File: src/rtl/hit_judge_if.sv
// Port bundle between the note-scroll engine, the drum pads and the hit judge.
// The judge consumes note/hit inputs and returns score strobes plus display state.
interface hit_judge_if;
  logic       note_start;
  logic       note_kind;
  logic       hit_don;
  logic       hit_ka;
  logic       increase_score;
  logic       decrease_score;
  logic [7:0] combo;
  logic [1:0] judgement;
  logic       window_open;

  modport master (
    output note_start, note_kind, hit_don, hit_ka,
    input  increase_score, decrease_score, combo, judgement, window_open
  );

  modport slave (
    input  note_start, note_kind, hit_don, hit_ka,
    output increase_score, decrease_score, combo, judgement, window_open
  );
endinterface

File: src/rtl/hit_judge.sv
// Judges each drum hit against the note in the hit zone; score strobes are registered.
// Latency: raw button to strobe is 3 clocks after first sample; no backpressure, all inputs always accepted.
module hit_judge_btn (
  input  logic clk,
  input  logic resetn,
  input  logic i_raw,
  output logic o_evt
);
  logic r_s1;
  logic r_s2;
  logic r_s3;
  logic r_evt;

  always_ff @(posedge clk or negedge resetn) begin
    if (!resetn) begin
      r_s1  <= 1'b0;
      r_s2  <= 1'b0;
      r_s3  <= 1'b0;
      r_evt <= 1'b0;
    end else begin
      r_s1  <= i_raw;
      r_s2  <= r_s1;
      r_s3  <= r_s2;
      r_evt <= r_s2 & ~r_s3;
    end
  end

  assign o_evt = r_evt;
endmodule

module hit_judge #(
  parameter logic [23:0] WINDOW_CYCLES  = 24'd5000000,
  parameter logic        PENALIZE_STRAY = 1'b0
) (
  input logic        clk,
  input logic        resetn,
  hit_judge_if.slave bus
);
  typedef enum logic [1:0] {
    S_IDLE   = 2'd0,
    S_OPEN   = 2'd1,
    S_JUDGED = 2'd2
  } state_t;

  localparam logic [1:0]  J_NONE = 2'b00;
  localparam logic [1:0]  J_GOOD = 2'b01;
  localparam logic [1:0]  J_BAD  = 2'b10;
  localparam logic [1:0]  J_MISS = 2'b11;
  localparam logic [23:0] LAST   = WINDOW_CYCLES - 24'd1;

  state_t      r_state;
  logic [23:0] r_cnt;
  logic        r_kind;
  logic        r_inc;
  logic        r_dec;
  logic [7:0]  r_combo;
  logic [1:0]  r_judg;

  logic w_don;
  logic w_ka;
  logic w_any;
  logic w_match;
  logic w_last;
  logic [7:0] w_combo_inc;

  hit_judge_btn u_btn_don (.clk(clk), .resetn(resetn), .i_raw(bus.hit_don), .o_evt(w_don));
  hit_judge_btn u_btn_ka  (.clk(clk), .resetn(resetn), .i_raw(bus.hit_ka),  .o_evt(w_ka));

  // A simultaneous don+ka is never a match, so it falls into the wrong-hit path.
  assign w_any       = w_don | w_ka;
  assign w_match     = r_kind ? (w_ka & ~w_don) : (w_don & ~w_ka);
  assign w_last      = (r_cnt == LAST);
  assign w_combo_inc = (r_combo == 8'hFF) ? r_combo : r_combo + 8'd1;

  always_ff @(posedge clk or negedge resetn) begin
    if (!resetn) begin
      r_state <= S_IDLE;
      r_cnt   <= 24'd0;
      r_kind  <= 1'b0;
      r_inc   <= 1'b0;
      r_dec   <= 1'b0;
      r_combo <= 8'd0;
      r_judg  <= J_NONE;
    end else begin
      r_inc <= 1'b0;
      r_dec <= 1'b0;
      case (r_state)
        S_IDLE: begin
          if (w_any && PENALIZE_STRAY) begin
            r_dec   <= 1'b1;
            r_judg  <= J_BAD;
            r_combo <= 8'd0;
          end
          if (bus.note_start) begin
            r_state <= S_OPEN;
            r_kind  <= bus.note_kind;
            r_cnt   <= 24'd0;
          end
        end

        S_OPEN: begin
          r_cnt <= r_cnt + 24'd1;
          if (w_any) begin
            if (w_match) begin
              r_inc   <= 1'b1;
              r_judg  <= J_GOOD;
              r_combo <= w_combo_inc;
            end else begin
              r_dec   <= 1'b1;
              r_judg  <= J_BAD;
              r_combo <= 8'd0;
            end
            // A hit on the final window cycle also ends the window.
            r_state <= w_last ? S_IDLE : S_JUDGED;
          end else if (w_last || bus.note_start) begin
            r_dec   <= 1'b1;
            r_judg  <= J_MISS;
            r_combo <= 8'd0;
            r_state <= S_IDLE;
          end
          if (bus.note_start) begin
            r_state <= S_OPEN;
            r_kind  <= bus.note_kind;
            r_cnt   <= 24'd0;
          end
        end

        S_JUDGED: begin
          r_cnt <= r_cnt + 24'd1;
          if (bus.note_start) begin
            r_state <= S_OPEN;
            r_kind  <= bus.note_kind;
            r_cnt   <= 24'd0;
          end else if (w_last) begin
            r_state <= S_IDLE;
          end
        end

        default: begin
          r_state <= S_IDLE;
          r_cnt   <= 24'd0;
        end
      endcase
    end
  end

  assign bus.increase_score = r_inc;
  assign bus.decrease_score = r_dec;
  assign bus.combo          = r_combo;
  assign bus.judgement      = r_judg;
  assign bus.window_open    = (r_state == S_OPEN);
endmodule
File: src/flat_wrapper.sv
// flat-port wrapper written by rule: the top's interface ports become plain ports
module hit_judge_flat 
#(
  parameter logic [23:0] WINDOW_CYCLES  = 24'd5000000,
  parameter logic        PENALIZE_STRAY = 1'b0
)
  (clk, resetn, bus_note_start, bus_note_kind, bus_hit_don, bus_hit_ka, bus_increase_score, bus_decrease_score, bus_combo, bus_judgement, bus_window_open);
  hit_judge_if bus_i ();
  input logic clk;
  input logic resetn;
  input wire logic [$bits(bus_i.note_start)-1:0] bus_note_start;
  input wire logic [$bits(bus_i.note_kind)-1:0] bus_note_kind;
  input wire logic [$bits(bus_i.hit_don)-1:0] bus_hit_don;
  input wire logic [$bits(bus_i.hit_ka)-1:0] bus_hit_ka;
  output wire logic [$bits(bus_i.increase_score)-1:0] bus_increase_score;
  output wire logic [$bits(bus_i.decrease_score)-1:0] bus_decrease_score;
  output wire logic [$bits(bus_i.combo)-1:0] bus_combo;
  output wire logic [$bits(bus_i.judgement)-1:0] bus_judgement;
  output wire logic [$bits(bus_i.window_open)-1:0] bus_window_open;
  assign bus_i.note_start = bus_note_start;
  assign bus_i.note_kind = bus_note_kind;
  assign bus_i.hit_don = bus_hit_don;
  assign bus_i.hit_ka = bus_hit_ka;
  assign bus_increase_score = bus_i.increase_score;
  assign bus_decrease_score = bus_i.decrease_score;
  assign bus_combo = bus_i.combo;
  assign bus_judgement = bus_i.judgement;
  assign bus_window_open = bus_i.window_open;
  hit_judge #(.WINDOW_CYCLES(WINDOW_CYCLES), .PENALIZE_STRAY(PENALIZE_STRAY)) u_core (.clk(clk), .resetn(resetn), .bus(bus_i));
endmodule
File: config.mk
export PLATFORM = sky130hd
export DESIGN_NAME = hit_judge_flat
export DESIGN_NICKNAME = d
export VERILOG_FILES = /design/src/rtl/hit_judge_if.sv /design/src/rtl/hit_judge.sv /design/src/flat_wrapper.sv
export SDC_FILE = /design/constraint.sdc
export NUM_CORES = 1
export LEC_CHECK = 0
export CAP_MARGIN = 0
export CORE_ASPECT_RATIO = 1.25
export CORE_MARGIN = 2
export CORE_UTILIZATION = 44
export CTS_BUF_LIST = sky130_fd_sc_hd__clkbuf_2
export CTS_CLUSTER_DIAMETER = 40
export DETAILED_ROUTE_END_ITERATION = 8
export MAX_ROUTING_LAYER = met4
export PLACE_DENSITY = 0.6
export SLEW_MARGIN = 10
export SYNTH_ARGS = -nofsm -noshare
export SYNTH_HDL_FRONTEND = slang
export SYNTH_SLANG_ARGS = --single-unit
export TNS_END_PERCENT = 20
File: constraint.sdc
create_clock -name clk -period 4.66 [get_ports clk]
set_clock_uncertainty 0.2 [all_clocks]
set_input_delay 1.398 -clock clk [delete_from_list [all_inputs] [get_ports clk]]
set_output_delay 1.398 -clock clk [all_outputs]
set_load 0.05 [all_outputs]
After elaboration in Yosys (flattened, before gate mapping)
Cells that the tools add are included.

Logic and storage cells: 69. Output and inout bits: 13. Register bits after elaboration: 47. Input port bits: 6.

Reductions and logical operators: 9. Muxes and demuxes: 26. Add/subtract/negate cells: 2. Equality and inequality tests: 8. Bitwise gates (word level): 9.

Operator list (number): 2-to-1 mux 24 bit (2); one-hot mux 24 bit (2 select lines) (1); 2-to-1 mux 8 bit (4); adder 24 x 1 -> 24 bit, second input constant (1); == test 24 x 23 -> 1 bit, second input constant (1); 2-to-1 mux 2 bit (10); adder 8 x 1 -> 8 bit, second input constant (1); == test 8 bit, second input constant (1); 2-to-1 mux 1 bit (8); one-hot mux 2 bit (3 select lines) (1); AND reduction 3 bit (2); bitwise AND 1 bit (4); != test 4 x 2 -> 1 bit, second input constant (1); inverter 1 bit (4); AND reduction 2 bit (2); != test 3 x 2 -> 1 bit, second input constant (1); != test 3 bit, second input constant (1); OR reduction 3 bit (1); == test 2 x 1 -> 1 bit, second input constant (1); == test 2 bit, second input constant (1); zero test 2 bit (1); != test 2 bit, second input constant (1); nonzero test 2 bit (1); OR reduction 2 bit (1); 2 further kinds (2).

Longest topological paths before layout
Word-level depth: 6. Gate-level depth with buffers: 9. Depth with buffers taken out: 7.

By module
A second synthesis with hierarchy kept.

Cell total of the unflattened synthesis: 255. Area, all modules: 2431.1 um^2.

By module, submodules not included: hit_judge (cells each 245, sequential area each 975.9 um^2, times used 1, area each 2203.4 um^2); hit_judge_btn (cells each 5, sequential area each 100.1 um^2, times used 2, area each 113.9 um^2).

Worst setup path before layout
Ideal clock, no wire load.

Path kind: reg-to-output. From: register u_core.r_state[1]. To: output port bus_window_open. Path buffers: 0. Setup slack: 2002 ps. Stages on the path, launching flop included: 3. Required time: 3062 ps. Data arrival time: 1060 ps. Cell sequence: dfrtp_1 inv_1 ha_1.

Word-level cells in the longest chain between the ends: 1.

Ends and longest elaborated chain: start, declared (RTL line hit_judge.sv:51) `state_t r_state;`; start signal, assigned (RTL line hit_judge.sv:114) `r_state <= w_last ? S_IDLE : S_JUDGED;`; == test 2 x 1 -> 1 bit (RTL line hit_judge.sv:151) `assign bus.window_open = (r_state == S_OPEN);`; end, declared (RTL line flat_wrapper.sv:19) `output wire logic [$bits(bus_i.window_open)-1:0] bus_window_open;`.

No other way between the ends.

Final worst setup path
Ends and elaborated chain as after synthesis.

==> run summary <==
### Status
* status: complete, no violations

### Clock network
* total of cells resized after clock tree synthesis: 0
* deepest level of the CTS H-tree: 2
* CTS tree: yes
* worst-case clock buffer depth: 2
* clock latency on the worst-skew pair: 0.44 ns
* Clock Sink Count: 47
* hold_buf cts: 0
* root buffer cell: sky130_fd_sc_hd__clkbuf_2
* Setup Fix Bufs, Post-CTS: 0
* Worst-path clk slew: 0.26 ns
* TritonCTS buffer count: 5

### Yosys
* post-synthesis cell type with the largest combined area: sky130_fd_sc_hd__dfrtp_1
* Syn Std Cell Area: 2500 um^2
* largest cells by area after synthesis: sky130_fd_sc_hd__dfrtp_1 47%, sky130_fd_sc_hd__nand2_1 4.1%, sky130_fd_sc_hd__a21oi_1 4.0%
* prevailing post-synth register cell: sky130_fd_sc_hd__dfrtp_1
* Mapped Avg Cell Area: 9.32 um^2
* number of storage elements in the synthesis netlist: 47
* net count after synthesis: 280
* number of enable-type register cells in the synthesized netlist: 0
* share of synthesized flip-flops with an asynchronous set or reset: 100%
* unique cell type count in the Yosys netlist: 48
* sequential element share of the synthesized area: 47.1%
* synth warn: 0
* Gate Count Post-Synth: 268
* Synth top area share: 47.1%

### Route
* average routed wire per standard cell: 16.2 um
* WL final: 5670 um
* average via count per standard cell: 6.08
* TritonRoute pass-1 iters: 5
* DRC violation count after routing: 0
* via total after detailed routing: 2135
* Initial DRC Count: 93
* ANT nets after route: 0

### Critical path
* Critical path origin: u_core.r_state[1]
* Critical Path End Type: primary output
* Reg-to-Reg Start: u_core.r_state[0]
* worst setup slack for register-to-register paths: 1.97 ns
* delay of the slowest cell on the worst path: 0.83 ns
* slowest CP cell: sky130_fd_sc_hd__clkdlybuf4s50_1
* critical path startpoint category: register
* critical setup path kind: register to primary output
* worst path cell trace: inv_1, ha_1, buf_4, clkdlybuf4s50_1
* Data required, critical path: 3.06 ns
* data arrival time at the worst-slack endpoint: 2.20 ns
* Max FO, Critical Path: 18

### Layout
* diodes inserted: 0
* final cell count without fillers: 351
* highest-count cells in the layout ignoring fill and taps: 47 x sky130_fd_sc_hd__dfrtp_1, 27 x sky130_fd_sc_hd__nand2_1, 20 x sky130_fd_sc_hd__o21ai_0, 20 x sky130_fd_sc_hd__a21oi_1, 17 x sky130_fd_sc_hd__clkdlybuf4s50_1
* Area growth, synth to finish: 11.4%
* nets@finish: 298
* fraction of layout instances using a drive strength above 1: 6.62%
* leading cell type in the layout, fill and taps excluded: sky130_fd_sc_hd__dfrtp_1

### Place
* Placer Congestion: 0.845
* HPWL Detailed: 3900 um
* Cells after DPL: 343
* count of input and output buffers: 18

### Pwr
* PwrDens: 428 nW/um^2
* leakage component of the power: 1.09 nW
* peak supply drop: 0.179 mV

### Global routing
* all-layer global routing usage: 19.7%
* antenna violations before repair: 0
* number of global-route vias before repair: 1895
* largest net degree at the start of global routing: 48
* global-route congestion overflow total: 0
* first-pass GRT wire length: 9630 um

### Floorplanning
* die span in y: 88.3 um
* Core Box Area: 5440 um^2
* number of rows created at floorplan: 30
* io pins: 19
* Initial Utilization: 45.9%
* floorplan die width: 71.4 um
* die area: 6300 um^2

### STA
* total negative setup slack: 0 ns
* crit share post-route: 81.6%
* final critical-path required period: 3.80 ns
* count of pins over their slew limit: 0
* final count of negative-setup-slack endpoints: 0
* Rel. slew slack: 31.8%
* Max Clock Freq: 263 MHz
* worst hold slack: 0.175 ns
* RSZ-0062 raised after global routing: no
* Hold Violations, Final: 0
* actual transition at the worst max-transition pin: 1.02 ns

### Hold path
* classification of the worst-slack hold path: register to register
* worst min-delay path startpoint: u_core.u_btn_don.r_s2

### Run
* max-cap viol count: 0

## synth_stat cells (all sizes together) (5+ instances only)
cell type	instances
nand3	14
dfrtp	47
or4	6
clkbuf	10
a31oi	10
a21oi	20
o2bb2ai	5
nand4	6
nor2	16
o21ai	21
ha	6
nor2b	9
nor3	9
nand2	28
inv	7
## worst max-delay path: cells and delay by family (launching register included)
kind	cells	cell delay, ns
buffers and inverters	3	1.15
DFF	1	0.46
adders and majority gates	1	0.15
## path summary, 6_finish.rpt
check / cells past startpoint / end
setup / recovery: 4 / bus_window_open
hold / removal: 0 / u_core.u_btn_don.r_s3
setup reg to reg: 6 / u_core.r_cnt[16]
hold reg to reg: 0 / u_core.u_btn_don.r_s3
max in group asynchronous: 1 / u_core.r_cnt[4]
min in group asynchronous: 1 / u_core.bus.judgement[0]
## logic make-up after synthesis
group | after synthesis | share of synthesized area [%]
simple gates | 114 | 24.8
compound gates | 80 | 20.6
fa+ha+maj | 6 | 3.00
flops | 47 | 47.1
mux | 4 | 1.90
buf+inv | 17 | 2.60
## registers in the layout, indices dropped and copies added (netlist names)
name                       count
u_core.bus.combo               8
u_core.bus.decrease_score      1
u_core.bus.increase_score      1
u_core.bus.judgement           2
u_core.r_cnt                  24
u_core.r_kind                  1
u_core.r_state                 2
u_core.u_btn_don.o_evt         1
u_core.u_btn_don.r_s1          1
u_core.u_btn_don.r_s2          1
u_core.u_btn_don.r_s3          1
u_core.u_btn_ka.o_evt          1
u_core.u_btn_ka.r_s1           1
u_core.u_btn_ka.r_s2           1
u_core.u_btn_ka.r_s3           1
## where the power goes
group / internal [mW] / switching (mW)
logic: 0.176 / 0.355
registers: 0.450 / 0.0356
clock network: 0.0361 / 0.138
## final cells by class
class / instances / area, um^2
flip-flops and latches: 47 / 1180
fillers: 518 / 2660
multi-input cells: 204 / 1260
inverters: 7 / 26.3
clock buffers: 5 / 25.0
well taps: 64 / 80.1
repair buffers: 21 / 198
clock inverters: 3 / 20.0
## stage by stage
stage	cell area, um^2	util (%)	setup slack (ns)	total power [mW]
finish	2780	51.1	0.858	1.19
global route	2780	51.1	0.727	1.27
CTS	2780	51.1	0.811	1.20
detailed placement	2740	50.3	1.22	1.02
global placement	2740	50.3	1.29	1.02
floorplan	2500	-	2.00	0.864
## routing by layer
layer | track usage, % | share of wire, % | up-vias
met5 | - | 0 | -
met4 | 5.66 | 1.4 | 0
met3 | 2.73 | 3.5 | 8
met2 | 32.2 | 49 | 51
met1 | 25.8 | 46 | 1043
li1 | - | - | 1033
Note: power is estimated with default switching activity, not from simulation.
